[config.mk]
export PLATFORM = sky130hd
export DESIGN_NAME = alu_sequencer
export DESIGN_NICKNAME = d
export VERILOG_FILES = /design/src/rtl/alu_sequencer_pkg.sv /design/src/rtl/alu_sequencer_alu.sv /design/src/rtl/alu_sequencer.sv
export SDC_FILE = /design/constraint.sdc
export NUM_CORES = 1
export LEC_CHECK = 0
export CAP_MARGIN = 20
export CORE_ASPECT_RATIO = 1.1
export CORE_MARGIN = 10
export CORE_UTILIZATION = 53
export CTS_CLUSTER_SIZE = 16
export DETAILED_ROUTE_END_ITERATION = 7
export PLACE_DENSITY = 0.82
export SYNTH_ARGS = -nofsm -noshare
export SYNTH_HDL_FRONTEND = slang
export SYNTH_SLANG_ARGS = --single-unit
[constraint.sdc]
create_clock -name clk -period 3.87 [get_ports clk]
set_input_delay 0.774 -clock clk [delete_from_list [all_inputs] [get_ports clk]]
set_output_delay 0.774 -clock clk [all_outputs]
set_load 0.1 [all_outputs]
[src/rtl/alu_sequencer_pkg.sv]
// Shared ALU definitions: opcodes, flag indices and sequencer state encoding.
package alu_sequencer_pkg;

  localparam int ALU_FLAG_COUNT    = 4;
  localparam int ALU_FLAG_ZERO     = 0;
  localparam int ALU_FLAG_OVERFLOW = 1;
  localparam int ALU_FLAG_NEGATIVE = 2;
  localparam int ALU_FLAG_EQUAL    = 3;

  localparam logic [7:0] ALU_ADD = 8'h01;
  localparam logic [7:0] ALU_EQ  = 8'h02;
  localparam logic [7:0] ALU_SUB = 8'h03;
  localparam logic [7:0] ALU_OR  = 8'h04;
  localparam logic [7:0] ALU_AND = 8'h05;
  localparam logic [7:0] ALU_XOR = 8'h06;
  localparam logic [7:0] ALU_NEG = 8'h07;

  typedef enum logic [1:0] {
    ALU_SEQ_IDLE = 2'd0,
    ALU_SEQ_EXEC = 2'd1,
    ALU_SEQ_RESP = 2'd2
  } alu_seq_state_t;

endpackage

[src/rtl/alu_sequencer_alu.sv]
// Combinational ALU; OVERFLOW carries the carry-out of ADD and the borrow of SUB.
module alu_sequencer_alu
  import alu_sequencer_pkg::*;
#(
  parameter int BUS_SIZE = 32
) (
  input  logic [7:0]                i_op,
  input  logic [BUS_SIZE-1:0]       i_a,
  input  logic [BUS_SIZE-1:0]       i_b,
  input  logic                      i_carry_in,
  output logic [BUS_SIZE-1:0]       o_res,
  output logic [ALU_FLAG_COUNT-1:0] o_flags
);

  logic [BUS_SIZE-1:0] w_res;
  logic                w_ovf;
  logic                w_eq;

  assign w_eq = (i_a == i_b);

  always_comb begin
    w_res = '0;
    w_ovf = 1'b0;
    case (i_op)
      ALU_ADD: {w_ovf, w_res} = {1'b0, i_a} + {1'b0, i_b} + {{BUS_SIZE{1'b0}}, i_carry_in};
      ALU_SUB: {w_ovf, w_res} = {1'b0, i_a} - {1'b0, i_b} - {{BUS_SIZE{1'b0}}, i_carry_in};
      ALU_EQ:  w_res = {{(BUS_SIZE-1){1'b0}}, w_eq};
      ALU_OR:  w_res = i_a | i_b;
      ALU_AND: w_res = i_a & i_b;
      ALU_XOR: w_res = i_a ^ i_b;
      ALU_NEG: w_res = '0 - i_a;
      default: w_res = '0;
    endcase
  end

  always_comb begin
    o_flags                    = '0;
    o_flags[ALU_FLAG_ZERO]     = (w_res == '0);
    o_flags[ALU_FLAG_OVERFLOW] = w_ovf;
    o_flags[ALU_FLAG_NEGATIVE] = w_res[BUS_SIZE-1];
    o_flags[ALU_FLAG_EQUAL]    = w_eq;
  end

  assign o_res = w_res;

endmodule

[src/rtl/alu_sequencer.sv]
// Request/response wrapper around the ALU with a persistent status-flag register.
// state | meaning
// IDLE  | waiting for a request, req_ready=1
// EXEC  | operands registered, ALU settling
// RESP  | response held until rsp handshake; may accept next request same edge
module alu_sequencer
  import alu_sequencer_pkg::*;
#(
  parameter int BUS_SIZE  = 32,
  parameter int CNT_WIDTH = 16
) (
  input  logic                      clk,
  input  logic                      rst_n,
  input  logic                      req_valid,
  output logic                      req_ready,
  input  logic [7:0]                req_op,
  input  logic [BUS_SIZE-1:0]       req_a,
  input  logic [BUS_SIZE-1:0]       req_b,
  input  logic                      req_setflags,
  input  logic                      req_usecarry,
  output logic                      rsp_valid,
  input  logic                      rsp_ready,
  output logic [BUS_SIZE-1:0]       rsp_res,
  output logic [ALU_FLAG_COUNT-1:0] rsp_flags,
  output logic                      rsp_err,
  input  logic                      flags_clr,
  output logic [ALU_FLAG_COUNT-1:0] status_flags,
  output logic [CNT_WIDTH-1:0]      op_count
);

  alu_seq_state_t r_state, w_state_nxt;

  logic [7:0]                r_op;
  logic [BUS_SIZE-1:0]       r_a;
  logic [BUS_SIZE-1:0]       r_b;
  logic                      r_setflags;
  logic                      r_carry_in;
  logic [BUS_SIZE-1:0]       r_rsp_res;
  logic [ALU_FLAG_COUNT-1:0] r_rsp_flags;
  logic                      r_rsp_err;
  logic [ALU_FLAG_COUNT-1:0] r_status_flags;
  logic [CNT_WIDTH-1:0]      r_op_count;

  logic                      w_req_ready;
  logic                      w_rsp_valid;
  logic                      w_accept;
  logic                      w_capture;
  logic                      w_rsp_hs;
  logic                      w_err;
  logic [BUS_SIZE-1:0]       w_alu_res;
  logic [ALU_FLAG_COUNT-1:0] w_alu_flags;

  alu_sequencer_alu #(.BUS_SIZE(BUS_SIZE)) u_alu (
    .i_op       (r_op),
    .i_a        (r_a),
    .i_b        (r_b),
    .i_carry_in (r_carry_in),
    .o_res      (w_alu_res),
    .o_flags    (w_alu_flags)
  );

  always_comb begin
    case (r_op)
      ALU_ADD, ALU_EQ, ALU_SUB, ALU_OR, ALU_AND, ALU_XOR, ALU_NEG: w_err = 1'b0;
      default: w_err = 1'b1;
    endcase
  end

  always_ff @(posedge clk or negedge rst_n) begin
    if (!rst_n) begin
      r_state <= ALU_SEQ_IDLE;
    end else begin
      r_state <= w_state_nxt;
    end
  end

  always_comb begin
    w_state_nxt = r_state;
    w_req_ready = 1'b0;
    w_rsp_valid = 1'b0;
    w_accept    = 1'b0;
    w_capture   = 1'b0;
    case (r_state)
      ALU_SEQ_IDLE: begin
        w_req_ready = 1'b1;
        if (req_valid) begin
          w_accept    = 1'b1;
          w_state_nxt = ALU_SEQ_EXEC;
        end
      end
      ALU_SEQ_EXEC: begin
        w_capture   = 1'b1;
        w_state_nxt = ALU_SEQ_RESP;
      end
      ALU_SEQ_RESP: begin
        w_rsp_valid = 1'b1;
        w_req_ready = rsp_ready;
        if (rsp_ready) begin
          if (req_valid) begin
            w_accept    = 1'b1;
            w_state_nxt = ALU_SEQ_EXEC;
          end else begin
            w_state_nxt = ALU_SEQ_IDLE;
          end
        end
      end
      default: w_state_nxt = ALU_SEQ_IDLE;
    endcase
  end

  assign w_rsp_hs = w_rsp_valid & rsp_ready;

  always_ff @(posedge clk or negedge rst_n) begin
    if (!rst_n) begin
      r_op           <= '0;
      r_a            <= '0;
      r_b            <= '0;
      r_setflags     <= 1'b0;
      r_carry_in     <= 1'b0;
      r_rsp_res      <= '0;
      r_rsp_flags    <= '0;
      r_rsp_err      <= 1'b0;
      r_status_flags <= '0;
      r_op_count     <= '0;
    end else begin
      if (w_accept) begin
        r_op       <= req_op;
        r_a        <= req_a;
        r_b        <= req_b;
        r_setflags <= req_setflags;
        r_carry_in <= req_usecarry & r_status_flags[ALU_FLAG_OVERFLOW];
      end
      if (w_capture) begin
        r_rsp_res   <= w_alu_res;
        r_rsp_flags <= w_alu_flags;
        r_rsp_err   <= w_err;
      end
      // Clear takes priority over a capture landing on the same edge.
      if (flags_clr) begin
        r_status_flags <= '0;
      end else if (w_capture && r_setflags && !w_err) begin
        r_status_flags <= w_alu_flags;
      end
      if (w_rsp_hs) begin
        r_op_count <= r_op_count + CNT_WIDTH'(1);
      end
    end
  end

  // Gated so every output reads 0 while reset is held.
  assign req_ready    = w_req_ready & rst_n;
  assign rsp_valid    = w_rsp_valid;
  assign rsp_res      = r_rsp_res;
  assign rsp_flags    = r_rsp_flags;
  assign rsp_err      = r_rsp_err;
  assign status_flags = r_status_flags;
  assign op_count     = r_op_count;

endmodule

==> impl_metrics.prom, run 1 <==
# TYPE chip_impl_metric gauge
chip_impl_info{name="timing.setup.critical_path_class",value="flip-flop to flip-flop"} 1
chip_impl_metric{name="fillers",unit=""} 1522
chip_impl_metric{name="finalHoldViolCount",unit=""} 0
chip_impl_metric{name="worst_slew_margin_rel",unit=""} 0.314
chip_impl_metric{name="initial_cell_density_of_the_core",unit=""} 0.535
chip_impl_metric{name="drt-vias-per-instance",unit=""} 6.39
chip_impl_metric{name="chipWidth",unit="um"} 164
chip_impl_metric{name="fin_worst_skew",unit="ns"} 0.0222
chip_impl_metric{name="clkSlewWorstSetupHoldPaths",unit="ns"} 0.07
chip_impl_metric{name="crit_arrival",unit="ns"} 4.44
chip_impl_metric{name="postSynthRegisterBits",unit=""} 132
chip_impl_metric{name="tightest_slew",unit="ns"} 1.03
chip_impl_metric{name="cell_rows",unit=""} 58
chip_impl_info{name="outcome",value="complete, but fails checks"} 1
chip_impl_metric{name="worst-endpoint-required",unit="ns"} 4.21
chip_impl_info{name="min-delay-path-class",value="primary input to async pin"} 1
chip_impl_metric{name="die_height",unit="um"} 179
chip_impl_metric{name="timing.final.crit_share",unit=""} 1.06
chip_impl_metric{name="diodes",unit=""} 0
chip_impl_metric{name="timing.final.crit_period",unit="ns"} 4.09
chip_impl_metric{name="routedWlPerCell",unit="um"} 24.7
chip_impl_info{name="rsz0062_at_grt",value="yes"} 1
chip_impl_info{name="critical_path.endpoint_type",value="flip-flop"} 1
chip_impl_metric{name="fmax",unit="MHz"} 244
chip_impl_metric{name="floorplan_die_area",unit="mm2"} 0.0294
chip_impl_info{name="synth_ff_type",value="sky130_fd_sc_hd__dfrtp_1"} 1
chip_impl_metric{name="synth_warnings",unit=""} 0
chip_impl_metric{name="drt_drc_violations_left",unit=""} 0
chip_impl_metric{name="clkLatencyLatePin",unit="ns"} 0.45
chip_impl_metric{name="clock-sinks",unit=""} 132
chip_impl_metric{name="timing.critical_path.fanout_max",unit=""} 5
chip_impl_metric{name="flip_flop_and_latch_area",unit="mm2"} 0.00331
chip_impl_info{name="netlist.top_cell.by_area",value="sky130_fd_sc_hd__dfrtp_1"} 1
chip_impl_metric{name="cts_inserted_buffers",unit=""} 17
chip_impl_info{name="r2r_end",value="rsp_flags[0]"} 1
chip_impl_metric{name="layout-area-overhead-vs-synth",unit="%"} 43.9
chip_impl_metric{name="synthDominantCellAreaShare",unit=""} 0.272
chip_impl_metric{name="synth.avg_cell_area",unit="um2"} 7.92
chip_impl_metric{name="synthesis.area",unit="mm2"} 0.0122
chip_impl_metric{name="synth.net_count",unit=""} 1746
chip_impl_metric{name="design.final.nets",unit=""} 2163
chip_impl_metric{name="timing.final.setup_violations",unit=""} 2
chip_impl_metric{name="track_usage",unit=""} 0.359
chip_impl_metric{name="max_slew_violations",unit=""} 0
chip_impl_info{name="netlist_top_cells_area",value="sky130_fd_sc_hd__dfrtp_1 27%, sky130_fd_sc_hd__ha_1 13%, sky130_fd_sc_hd__nand2_1 5.9%"} 1
chip_impl_metric{name="static-leakage-power",unit="nW"} 7.91
chip_impl_metric{name="fraction_of_the_core_area_covered_by_cells_at_the_end_of_the_flow",unit=""} 0.770
chip_impl_metric{name="route.vias.total",unit=""} 14500
chip_impl_metric{name="power.ir.vdd_worst",unit="V"} 0.000484
chip_impl_metric{name="initial_antenna_violation_count",unit=""} 0
chip_impl_metric{name="dpl_worst_slack",unit="ns"} -0.454
chip_impl_metric{name="routed_wl",unit="um"} 56100
chip_impl_metric{name="global_route_wire_length_before_repair",unit="um"} 81000
chip_impl_info{name="failing_checks",value="negative setup slack"} 1
chip_impl_metric{name="cells_after_synthesis",unit=""} 1535
chip_impl_metric{name="power-per-cell-area",unit="mW/mm2"} 740
chip_impl_metric{name="final_sum_of_negative_setup_slack",unit="ns"} -0.422
chip_impl_info{name="tritoncts",value="built"} 1
chip_impl_info{name="clock_tree.root_cell",value="sky130_fd_sc_hd__clkbuf_16"} 1
chip_impl_metric{name="synth_enable_flop_cells",unit=""} 0
chip_impl_metric{name="place.port_buffers",unit=""} 137
chip_impl_metric{name="grt_start_max_net_pins",unit=""} 75
chip_impl_metric{name="ioPinCount",unit=""} 138
chip_impl_info{name="worst_setup_path_start_kind",value="flip-flop"} 1
chip_impl_metric{name="dpl.cell_count",unit=""} 2212
chip_impl_info{name="r2r_start",value="r_a[11]"} 1
chip_impl_metric{name="route.antenna.remaining_nets",unit=""} 0
chip_impl_metric{name="multi_input_comb_area",unit="mm2"} 0.00860
chip_impl_metric{name="drv.max_cap_violation_count",unit=""} 0
chip_impl_metric{name="worst-r2r-cell-count",unit=""} 13
chip_impl_metric{name="globalRoute.totalOverflow",unit=""} 0
chip_impl_metric{name="deepest_level_of_the_cts_h_tree",unit=""} 4
chip_impl_metric{name="fp.coreArea",unit="mm2"} 0.0227
chip_impl_metric{name="final_cells",unit=""} 2265
chip_impl_metric{name="finalWorstSetupSlack",unit="ns"} -0.223
chip_impl_metric{name="drt-initial-drc-count",unit=""} 1838
chip_impl_metric{name="fin_hold_ws",unit="ns"} 0.0974
chip_impl_metric{name="gp_congestion",unit=""} 1.07
chip_impl_metric{name="yosysUniqueCellTypes",unit=""} 74
chip_impl_metric{name="cts_buffer_depth",unit=""} 2
chip_impl_metric{name="async_reset_ff_frac",unit=""} 1.00
chip_impl_metric{name="first_pass_iteration_count_of_the_detailed_router",unit=""} 7
chip_impl_metric{name="first_global_vias",unit=""} 14000
chip_impl_metric{name="place.detailed.hpwl",unit="um"} 42900
chip_impl_metric{name="setup.reg_to_reg.worst_slack",unit="ns"} -0.22
chip_impl_metric{name="synth-seq-area-share",unit=""} 0.272
chip_impl_metric{name="post_route_cells_drive_above_1_share",unit=""} 0.261
==> registers in the layout (all words and copies together) (netlist names), 2 cells and up <==
signal / cells
r_a: 32
r_b: 32
rsp_res: 31
op_count: 16
r_op: 8
rsp_flags: 4
status_flags: 4
r_state: 2
==> worst max-delay path, cell delays in order, from the launching register on <==
cell	delay, ns
sky130_fd_sc_hd__dfrtp_1	0.41
sky130_fd_sc_hd__buf_4	0.17
sky130_fd_sc_hd__nor4_1	0.46
sky130_fd_sc_hd__buf_4	0.21
sky130_fd_sc_hd__nand4_1	0.12
sky130_fd_sc_hd__buf_4	0.17
sky130_fd_sc_hd__or3_4	0.38
sky130_fd_sc_hd__or3_1	0.32
sky130_fd_sc_hd__a31oi_1	0.17
sky130_fd_sc_hd__a21oi_1	0.10
sky130_fd_sc_hd__a221o_1	0.33
sky130_fd_sc_hd__a2111o_1	0.43
sky130_fd_sc_hd__or4_4	0.52
sky130_fd_sc_hd__o41ai_4	0.21
==> synth_stat cells, types with 23 or more instances <==
| library cell | n |
|---|---|
| sky130_fd_sc_hd__nor4_1 | 25 |
| sky130_fd_sc_hd__xnor2_1 | 56 |
| sky130_fd_sc_hd__a21oi_1 | 101 |
| sky130_fd_sc_hd__nand2_1 | 190 |
| sky130_fd_sc_hd__nand4_1 | 39 |
| sky130_fd_sc_hd__o21ai_0 | 139 |
| sky130_fd_sc_hd__ha_1 | 128 |
| sky130_fd_sc_hd__dfrtp_1 | 132 |
| sky130_fd_sc_hd__inv_1 | 127 |
| sky130_fd_sc_hd__nor3_1 | 38 |
| sky130_fd_sc_hd__a21o_1 | 23 |
| sky130_fd_sc_hd__nor2_1 | 81 |
| sky130_fd_sc_hd__nand3_1 | 26 |
| sky130_fd_sc_hd__clkbuf_1 | 81 |
==> layout by cell type (no fill, tap or decap), drive strengths merged, types with 26 or more instances in the layout <==
cell type	netlist	layout
nor2	81	81
dfrtp	132	132
nand4	39	39
clkdlybuf4s50	0	135
inv	127	130
ha	128	128
nand2	190	190
nor4	27	27
xnor2	56	56
o21ai	139	139
nor3	38	38
a21oi	101	101
nand3	26	26
buf	12	357
==> per-stage QoR <==
stage	power [mW]	instance area [um2]
detailed placement	10.0	16200
floorplan	6.35	12300
finish	12.9	17500
global placement	9.87	16200
CTS	12.1	17100
global route	13.5	17500
==> where the power goes <==
| group | total (mW) | switching, mW | leakage (nW) | internal [mW] |
|---|---|---|---|---|
| Clock | 1.80 | 0.760 | 0.296 | 1.04 |
| Sequential | 1.83 | 0.232 | 1.70 | 1.60 |
| Combinational | 9.30 | 5.28 | 5.91 | 4.02 |
==> logic make-up (layout without fill, tap and decap cells) <==
family | after synthesis | count (layout) | synth area share
fa+ha+maj | 132 | 132 | 0.138
xor+xnor | 76 | 76 | 0.0548
compound gates | 449 | 449 | 0.237
flops | 132 | 132 | 0.272
buf+inv | 221 | 651 | 0.0695
mux | 35 | 35 | 0.0343
simple gates | 490 | 490 | 0.195
==> layer usage <==
| metal | track usage | part of all wire |
|---|---|---|
| met5 | 0 | 0 |
| met4 | 0.169 | 0.058 |
| met3 | 0.0873 | 0.12 |
| met2 | 0.557 | 0.43 |
| met1 | 0.462 | 0.39 |
==> worst max path at each step <==
stage,from,endpoint,slack (ns),depth (start not counted)
after floorplan,r_a[0],rsp_flags[0],0.003,12
after global placement,r_b[0],rsp_flags[0],-0.44,17
after detailed placement,r_b[0],rsp_flags[0],-0.45,17
after CTS,r_a[0],rsp_flags[0],-0.17,15
after global routing,r_a[11],rsp_flags[0],-0.60,13
final,r_a[11],rsp_flags[0],-0.22,13
==> area by class of cell <==
type	count	share of cell area
repair buffers	492	0.235
multi-input cells	1182	0.492
clock inverters	13	0.00994
flip-flops and latches	132	0.189
well taps	300	0.0215
clock buffers	19	0.0253
inverters	127	0.0273
==> timing repair <==
item | 4_1_cts | 5_1_grt
hold buffers | 0 | 0
pin swaps | 17 | 43
setup buffers | 10 | 13
setup endpoints to repair | 3 | 4
endpoints found under the hold margin | 0 | 0
gates resized for setup | 36 | 64
Power figures use the tool's default switching activity.
==> inputs of run 2 (changes only) <==
--- a/config.mk
+++ b/config.mk
@@ -9,6 +9,7 @@
 export CORE_ASPECT_RATIO = 1.1
 export CORE_MARGIN = 10
 export CORE_UTILIZATION = 53
+export CTS_CLUSTER_DIAMETER = 30
 export CTS_CLUSTER_SIZE = 16
 export DETAILED_ROUTE_END_ITERATION = 7
 export PLACE_DENSITY = 0.82
==> constraint.sdc (replaced) <==
create_clock -name clk -period 3.87 [get_ports clk]
set_input_delay 0.774 -clock clk [delete_from_list [all_inputs] [get_ports clk]]
set_output_delay 0.774 -clock clk [all_outputs]
set_load 0.01 [all_outputs]
==> run 2 against run 1 <==
The flow still finishes with violations (negative setup slack). Register-to-register slack got worse by 0.17 ns. Worst setup slack worse by 0.17 ns. Die area did not move. Critical endpoint unchanged. Highest routed layer is now met5.
==> impl_metrics.prom, run 2 (same netlist as run 1, synthesis figures left out) <==
# TYPE chip_impl_metric gauge
chip_impl_info{name="outcome",value="complete, but fails checks"} 1
chip_impl_info{name="failing_checks",value="negative setup slack"} 1
chip_impl_metric{name="cts_buffer_depth",unit=""} 2
chip_impl_metric{name="max_slew_violations",unit=""} 0
chip_impl_info{name="clock_tree.root_cell",value="sky130_fd_sc_hd__clkbuf_16"} 1
chip_impl_metric{name="place_area",unit="mm2"} 0.0162
chip_impl_metric{name="timing.critical_path.fanout_max",unit=""} 4
chip_impl_metric{name="die_height",unit="um"} 179
chip_impl_metric{name="dpl.cell_count",unit=""} 2214
chip_impl_info{name="crit_chain",value="inv_1 > fa_2 > buf_6 > fa_2 > nor3_4 > o21ai_4 > buf_6 > xor2_2 > a221o_1 > nand4b_1 > nor4_2 > nand4_1 > or4_4 > o41ai_2"} 1
chip_impl_metric{name="clkLatencyLatePin",unit="ns"} 0.44
chip_impl_metric{name="post_cts_hold_buffer_count",unit=""} 0
chip_impl_metric{name="global_route_wire_length_before_repair",unit="um"} 80700
chip_impl_metric{name="routedWlPerCell",unit="um"} 24.4
chip_impl_metric{name="clock-sinks",unit=""} 132
chip_impl_metric{name="route.vias.total",unit=""} 14500
chip_impl_metric{name="track_usage",unit=""} 0.356
chip_impl_metric{name="layout.cell_area.non_filler",unit="mm2"} 0.0174
chip_impl_info{name="tritoncts",value="built"} 1
chip_impl_metric{name="static-leakage-power",unit="nW"} 7.83
chip_impl_metric{name="design.final.nets",unit=""} 2156
chip_impl_metric{name="finalWorstSetupSlack",unit="ns"} -0.391
chip_impl_info{name="most-common-layout-cells",value="337 x sky130_fd_sc_hd__buf_4, 186 x sky130_fd_sc_hd__nand2_1, 136 x sky130_fd_sc_hd__clkdlybuf4s50_1, 132 x sky130_fd_sc_hd__o21ai_0, 130 x sky130_fd_sc_hd__dfrtp_1"} 1
chip_impl_metric{name="first_pass_iteration_count_of_the_detailed_router",unit=""} 6
chip_impl_metric{name="post_route_cells_drive_above_1_share",unit=""} 0.263
chip_impl_metric{name="deepest_level_of_the_cts_h_tree",unit=""} 4
chip_impl_metric{name="drv.max_cap_violation_count",unit=""} 0
chip_impl_metric{name="worst_slew_margin_rel",unit=""} 0.332
chip_impl_metric{name="floorplan_die_area",unit="mm2"} 0.0294
chip_impl_metric{name="gp_congestion",unit=""} 1.12
chip_impl_metric{name="drt-vias-per-instance",unit=""} 6.41
chip_impl_metric{name="drt_drc_violations_left",unit=""} 0
chip_impl_metric{name="initial_antenna_violation_count",unit=""} 2
chip_impl_metric{name="dpl_worst_slack",unit="ns"} -0.440
chip_impl_metric{name="initial_cell_density_of_the_core",unit=""} 0.535
chip_impl_metric{name="worst-endpoint-required",unit="ns"} 4.19
chip_impl_info{name="min-delay-path-class",value="primary input to async pin"} 1
chip_impl_metric{name="setup.reg_to_reg.worst_slack",unit="ns"} -0.39
chip_impl_metric{name="first_global_vias",unit=""} 13900
chip_impl_metric{name="crit_buf_inv",unit=""} 3
chip_impl_info{name="timing.critical_path.slowest_stage_cell",value="sky130_fd_sc_hd__or4_4"} 1
chip_impl_metric{name="globalRoute.totalOverflow",unit=""} 0
chip_impl_metric{name="clkSlewWorstSetupHoldPaths",unit="ns"} 0.07
chip_impl_metric{name="timing.final.crit_share",unit=""} 1.10
chip_impl_metric{name="chipWidth",unit="um"} 164
chip_impl_metric{name="timing.final.crit_period",unit="ns"} 4.26
chip_impl_metric{name="timing.final.setup_violations",unit=""} 2
chip_impl_metric{name="tightest_slew",unit="ns"} 0.993
chip_impl_info{name="timing.critical_path.max_delay_family",value="simple AND/OR/NAND/NOR gates"} 1
chip_impl_metric{name="final_sum_of_negative_setup_slack",unit="ns"} -0.733
chip_impl_metric{name="crit_path_max_incr_delay",unit="ns"} 0.61
chip_impl_info{name="rsz0062_at_grt",value="yes"} 1
chip_impl_metric{name="place.detailed.hpwl",unit="um"} 42400
chip_impl_metric{name="cell_rows",unit=""} 58
chip_impl_metric{name="fin_worst_skew",unit="ns"} 0.0207
chip_impl_metric{name="ioPinCount",unit=""} 138
chip_impl_metric{name="fp.coreArea",unit="mm2"} 0.0227
chip_impl_metric{name="layout-area-overhead-vs-synth",unit="%"} 43.2
chip_impl_metric{name="cts_inserted_buffers",unit=""} 17
chip_impl_info{name="timing.setup.critical_path_class",value="flip-flop to flip-flop"} 1
chip_impl_metric{name="place.port_buffers",unit=""} 137
chip_impl_info{name="worst_setup_path_start_kind",value="flip-flop"} 1
chip_impl_info{name="commonest_non_fill_non_tap_cell_in_the_layout",value="sky130_fd_sc_hd__buf_4"} 1
chip_impl_metric{name="crit_arrival",unit="ns"} 4.58
chip_impl_metric{name="route.antenna.remaining_nets",unit=""} 0
chip_impl_metric{name="final_cells",unit=""} 2258
chip_impl_metric{name="drt-initial-drc-count",unit=""} 1877
chip_impl_metric{name="routed_wl",unit="um"} 55100
chip_impl_metric{name="power.ir.vdd_worst",unit="V"} 0.000401
chip_impl_metric{name="design_power_total",unit="mW"} 12.5
chip_impl_metric{name="diodes",unit=""} 0
chip_impl_metric{name="grt_start_max_net_pins",unit=""} 76
chip_impl_metric{name="power-per-cell-area",unit="mW/mm2"} 717
chip_impl_metric{name="finalHoldViolCount",unit=""} 0
chip_impl_info{name="critical_path.endpoint_type",value="flip-flop"} 1
chip_impl_metric{name="fmax",unit="MHz"} 235
[run 2: final timing paths]
path                         startpoint           end  cells after the start
min in group clk           op_count[15]  op_count[15]                      1
hold reg to reg            op_count[15]  op_count[15]                      1
setup reg to reg             r_carry_in  rsp_flags[0]                     14
setup / recovery             r_carry_in  rsp_flags[0]                     14
hold / removal                    rst_n        r_b[9]                      2
max in group asynchronous         rst_n       r_b[25]                      3
[run 2: routing by layer]
layer	part of all wire	up-vias	GRT usage
met5	0.00042	-	0
met4	0.053	4	0.149
met3	0.12	216	0.0781
met2	0.43	1070	0.556
met1	0.39	6874	0.469
li1	-	6311	-
[run 2: layout make-up]
type | instances | area, um2
multi-input cells | 1182 | 8630
clock inverters | 12 | 93.8
flip-flops and latches | 132 | 3310
inverters | 127 | 477
fillers | 1572 | 5310
repair buffers | 485 | 4060
clock buffers | 20 | 467
well taps | 300 | 375
[run 2: repair_timing]
item	in CTS	in global routing
setup endpoints to repair	4	2
gates resized for setup	51	54
cloned	0	0
setup buffers	8	4
pin swaps	23	16
[run 2: metrics by stage]
| stage | hold slack (ns) | utilization |
|---|---|---|
| floorplan | 0.472 | - |
| global placement | 0.460 | 0.714 |
| detailed placement | 0.471 | 0.714 |
| CTS | 0.486 | 0.753 |
| global route | 0.511 | 0.766 |
| finish | 0.464 | 0.766 |
[run 2: power breakdown]
part | leakage [nW] | switching, mW | internal, mW
Sequential | 1.70 | 0.225 | 1.60
Clock | 0.270 | 0.746 | 0.881
Combinational | 5.86 | 5.03 | 4.00
